===== src/rtl/gpio_in_conditioner.sv =====
// rtl/gpio_in_conditioner.sv - per-bit synchronizer, debouncer, edge pulses and sticky change flags for switch inputs
module gpio_in_conditioner #(
    parameter int WIDTH    = 8,
    parameter int DB_COUNT = 250000
) (
    input  logic             clk,
    input  logic             reset,
    input  logic [WIDTH-1:0] sw_in,
    input  logic [WIDTH-1:0] clr,
    output logic [WIDTH-1:0] gpio_in,
    output logic [WIDTH-1:0] rise_pulse,
    output logic [WIDTH-1:0] fall_pulse,
    output logic [WIDTH-1:0] event_flags
);

    // Counter width is derived from DB_COUNT and is not meant to be overridden.
    localparam int CNT_W = (DB_COUNT > 1) ? $clog2(DB_COUNT + 1) : 1;

    // Terminal count: the cycle on which a pending level change is accepted.
    localparam logic [CNT_W-1:0] CNT_MAX = CNT_W'(DB_COUNT - 1);
    localparam logic [CNT_W-1:0] CNT_ONE = CNT_W'(1);

    // Two-stage synchronizer; only sync2 is trusted downstream.
    logic [WIDTH-1:0] sync1;
    logic [WIDTH-1:0] sync2;

    // Per-bit stability counters, one per input bit.
    logic [CNT_W-1:0] cnt [WIDTH];

    // High for a bit when its synchronized level disagrees with the accepted level.
    logic [WIDTH-1:0] differ;

    // High for a bit on the cycle its pending change has been stable long enough.
    logic [WIDTH-1:0] accept;

    // Change pulses feeding the sticky flags, taken from the registered pulses
    // so a clear strobe issued during a pulse cycle loses to the set.
    logic [WIDTH-1:0] pulse_any;

    // Flag next-state: set on a pulse, otherwise cleared by the strobe, otherwise held.
    logic [WIDTH-1:0] flags_next;

    // Synchronize the raw asynchronous switch levels into the clk domain.
    always_ff @(posedge clk or negedge reset) begin
        if (!reset) begin
            sync1 <= '0;
            sync2 <= '0;
        end else begin
            sync1 <= sw_in;
            sync2 <= sync1;
        end
    end

    // Decide per bit whether the disagreement has lasted the full debounce window.
    always_comb begin
        differ = '0;
        accept = '0;
        for (int i = 0; i < WIDTH; i++) begin
            differ[i] = (sync2[i] != gpio_in[i]);
            accept[i] = differ[i] && (cnt[i] == CNT_MAX);
        end
    end

    // Per-bit counters: any cycle of agreement restarts the window, and the
    // counter returns to zero on acceptance so it never passes CNT_MAX.
    genvar g;
    generate
        for (g = 0; g < WIDTH; g++) begin : g_cnt
            // Count consecutive cycles of disagreement for this bit.
            always_ff @(posedge clk or negedge reset) begin
                if (!reset) begin
                    cnt[g] <= '0;
                end else if (!differ[g]) begin
                    cnt[g] <= '0;
                end else if (accept[g]) begin
                    cnt[g] <= '0;
                end else begin
                    cnt[g] <= cnt[g] + CNT_ONE;
                end
            end
        end
    endgenerate

    // Accepted level: take the synchronized value only for bits that matured.
    always_ff @(posedge clk or negedge reset) begin
        if (!reset) begin
            gpio_in <= '0;
        end else begin
            gpio_in <= (gpio_in & ~accept) | (sync2 & accept);
        end
    end

    // Edge pulses are registered alongside gpio_in so they line up with the
    // first cycle of the new level and last exactly one cycle.
    always_ff @(posedge clk or negedge reset) begin
        if (!reset) begin
            rise_pulse <= '0;
            fall_pulse <= '0;
        end else begin
            rise_pulse <= accept & sync2;
            fall_pulse <= accept & ~sync2;
        end
    end

    // Sticky flag next-state: a pulse sets, a clear strobe clears, set wins.
    always_comb begin
        pulse_any  = rise_pulse | fall_pulse;
        flags_next = pulse_any | (event_flags & ~clr);
    end

    // Latch change events until software clears them.
    always_ff @(posedge clk or negedge reset) begin
        if (!reset) begin
            event_flags <= '0;
        end else begin
            event_flags <= flags_next;
        end
    end

endmodule


===== config.mk =====
export PLATFORM = sky130hd
export DESIGN_NAME = gpio_in_conditioner
export DESIGN_NICKNAME = d
export VERILOG_FILES = /design/src/rtl/gpio_in_conditioner.sv
export SDC_FILE = /design/constraint.sdc
export NUM_CORES = 1
export LEC_CHECK = 0
export BUFFER_PORTS_ARGS = -buffer_cell sky130_fd_sc_hd__buf_2
export CAP_MARGIN = 20
export CORE_MARGIN = 5
export CORE_UTILIZATION = 50
export CTS_BUF_LIST = sky130_fd_sc_hd__clkbuf_4 sky130_fd_sc_hd__clkbuf_8
export DETAILED_ROUTE_END_ITERATION = 8
export HOLD_SLACK_MARGIN = 0.06
export PLACE_DENSITY = 0.7
export SKIP_CTS_REPAIR_TIMING = 1
export SLEW_MARGIN = 0
export SYNTH_ARGS = -nofsm -noshare
export SYNTH_HDL_FRONTEND = slang
export SYNTH_SLANG_ARGS = --single-unit

===== constraint.sdc =====
create_clock -name clk -period 1.9 [get_ports clk]
set_input_delay 0.19 -clock clk [delete_from_list [all_inputs] [get_ports clk]]
set_output_delay 0.19 -clock clk [all_outputs]
set_load 0.005 [all_outputs]

**After elaboration in Yosys (flattened, before gate mapping)**

Index checks and enable logic that the tools add are counted.

- Register bits after elaboration: 192

- $add $sub $neg: 8
- Equality and inequality tests: 16
- Bitwise logic cells: 10
- Multiplexer cells: 16
- Reduce and logical (&&, ||, !) cells: 8

Operators by type and width:

| cell | count |
|---|---|
| 2-to-1 mux 18 bit | 16 |
| adder 18 x 1 -> 18 bit, second input constant | 8 |
| == test 18 bit, second input constant | 8 |
| AND 8 bit | 4 |
| NOT 8 bit | 3 |
| OR 8 bit | 3 |
| logical AND 1 bit | 8 |
| != test 1 bit | 8 |

**Logic depth before layout (Yosys ltp)**

- Word-level depth: 5
- Mapped depth: 6

**Least setup slack after synthesis**

No wires, ideal clock.

- Kind: register to register
- From: reg cnt[41] (netlist name)
- To: reg with a tool-made name
- Arrival: 1.969 ns
- Data required time: 1.775 ns
- Library setup time: 0.125 ns
- Slack: -0.194 ns
- Cell stages (with the launch flop): 5
- Cell sequence: dfrtp_1 -> or4b_1 -> or4_4 -> or2_4 -> mux2_4

RTL lines:

| item | line | RTL |
|---|---|---|
| start: declaration | 28 | `logic [CNT_W-1:0] cnt [WIDTH];` |
| start signal: indexed assignment | 78 | `cnt[g] <= cnt[g] + CNT_ONE;` |

==> summary.md <==
| Metric | Value |
|---|---|
| Starting Density | 0.508 |
| Routed WL | 16500 um |
| Die area | 20200 um^2 |
| Clock skew | 10.9 ps |
| Leakage | 4.37 nW |
| Worst R2R Start | cnt[45]$_DFF_PN0_ |
| Register bit total from synthesis | 192 |
| Area Overhead vs Synth | 20.4% |
| WP data required | 2250 ps |
| RSZ-0062 raised after global routing | yes |
| H-tree Lvls | 4 |
| Core area | 17200 um^2 |
| Die X | 142 um |
| Post-synth EDFFs | 0 |
| Register-to-Register Path Depth | 4 |
| CTS Buf Count | 17 |
| Ys Warns | 0 |
| DP HPWL | 11200 um |
| DRT iter0 DRCs | 491 |
| Max Fanout on Critical Path | 4 |
| Clk sinks | 192 |
| Worst-path clk slew | 100 ps |
| Final net count | 1010 |
| Syn_area_per_cell | 10.3 um^2 |
| CTS tree | built |
| FFs w/ async S/R, synth | 1.00 |
| Slew @ Worst Pin | 374 ps |
| Cell row count | 48 |
| Die height | 142 um |
| Clock latency on the worst-skew pair | 460 ps |
| Failing checks | setup timing |
| Final slew viol count | 0 |
| GPL Wtd Cong | 0.853 |
| IO Count | 50 |
| N_diodes | 0 |
| Synthesized Nets | 870 |
| Max_cap viols | 0 |
| Post-route setup TNS | -7540 ps |
| GR Overflow Total | 0 |
| Finish-stage setup viols | 42 |
| Final period utilization | 1.12 |
| Avg Vias per Cell | 5.26 |
| Tmin final | 2140 ps |
| Hold Crit Class | in -> async |
| Final WS setup | -237 ps |
| # fillers | 1436 |
| Status | finished with violations |
| Number of port buffers | 49 |
| Initial antenna violation count | 0 |
| DRC Markers | 0 |
| Ys flop type | dfrtp_1 |
| Crit path DAT | 2490 ps |
| Worst Setup SP | cnt[45]$_DFF_PN0_ |
| Cells after synthesis | 844 |
| Startpoint types | flip-flop |
| R2r setup slk | -240 ps |
| Clock buffer depth | 2 |
| Final hold violation count | 0 |
| Vias | 6433 |
| GRT Total Usage | 0.171 |
| Vias in the first global route | 6126 |
| CTS Root Cell | clkbuf_8 |
| Worst vdd ir | 0.457 mV |
| DR WL/cell | 13.5 um |
| Layout Cells excl Fill | 1222 |
| Detailed Routing Iterations Pass 1 | 5 |
| Final total power | 7.27 mW |
| Top cells by area in the synthesized netlist | dfrtp_1 (55%), xnor2_1 (9.2%), nor2_1 (6.9%), nand4_1 (3.4%), xor2_1 (3.2%) |
| Commonest non-fill, non-tap cell in the layout | dfrtp_1 |
| DP Worst Slack | -237 ps |
| Post-synth top area share | 0.551 |
| Worst Setup End Kind | flip-flop |
| First-pass GRT wire length | 28600 um |
| Commonest non-fill, non-tap cells in the layout | dfrtp_1 (192), nor2_1 (147), xnor2_1 (92), nand3_1 (55), buf_4 (55) |
| Crit Path Class | reg -> reg |
| Layout cells sized above 1 | 0.194 |
| Post-synth top area cell | dfrtp_1 |
| F_max | 468 MHz |
| Register area share after synthesis | 0.551 |
| Post-synthesis instance area | 8720 um^2 |
| Max transition margin | 0.748 |
| Antenna Violating Nets Remaining | 0 |
| Largest net degree at the start of global routing | 68 |
| PwrDens | 693 nW/um^2 |
| Synth unique cells | 40 |
| Dpl cells | 1160 |
[critical path, stage by stage (launching register included)]
cell and delay (ps):
dfrtp_1 390, or4_4 530, or4_4 530, or2_4 280, mux2_4 300
[metal layers]
metal	track usage	routed length (um)
met3	0.0346	551
met4	0.0652	277
met1	0.243	8030
met2	0.263	7650
met5	0	0
[synthesized netlist by cell type, types with 15 or more instances]
library cell,count
dfrtp_1,192
nor2_1,161
xnor2_1,92
nand3_1,55
nand4_1,48
nor4_1,34
xor2_1,32
nor3_1,30
inv_1,26
nand2_1,26
nor3b_1,18
and3_1,15
o21ai_0,15
[through the flow]
step | hold slack (ps) | cell area [um^2] | utilization
after floorplan | -106 | 8730 | -
after global placement | 125 | 9650 | 0.562
after detailed placement | 122 | 9650 | 0.562
after CTS | -407 | 10100 | 0.586
after global routing | 191 | 10500 | 0.611
final | 177 | 10500 | 0.611
[how the worst max path moves through the flow]
stage	to	slack, ps	cells after the start
after CTS	flip-flop	-240	4
after global routing	flip-flop	-280	4
after detailed placement	flip-flop	-240	4
after floorplan	flip-flop	-190	4
final	flip-flop	-240	4
after global placement	flip-flop	-220	4
[cell families (layout without fill, tap and decap cells)]
logic type | Yosys count | count (layout) | synth area share
simple gates | 436 | 436 | 0.258
flops | 192 | 192 | 0.551
fa+ha+maj | 8 | 8 | 0.0115
compound gates | 38 | 38 | 0.0260
buf+inv | 37 | 190 | 0.0168
xor+xnor | 124 | 124 | 0.125
mux | 9 | 9 | 0.0123
[layout make-up]
cell class,count,area (um^2),share of cell area
clock buffer,20,269,0.0256
sequential,192,4800,0.458
timing repair buffer,132,996,0.0949
inverter,26,97.6,0.00930
clock inverter,12,146,0.0139
tap,225,282,0.0268
multi-input combinational,615,3900,0.372
[flip-flops by register name, summed over array words and instances, names as in the netlist, named ones only]
register and flops:
sync2 8, cnt 144, sync1 8, fall_pulse 8
rise_pulse 8, event_flags 8
[power breakdown]
group          switching, mW  internal, mW
sequential            0.0622          4.14
combinational          0.179         0.132
clock                   1.47          1.29
total                   1.71          5.56
Note: power is estimated with default switching activity, not from simulation.
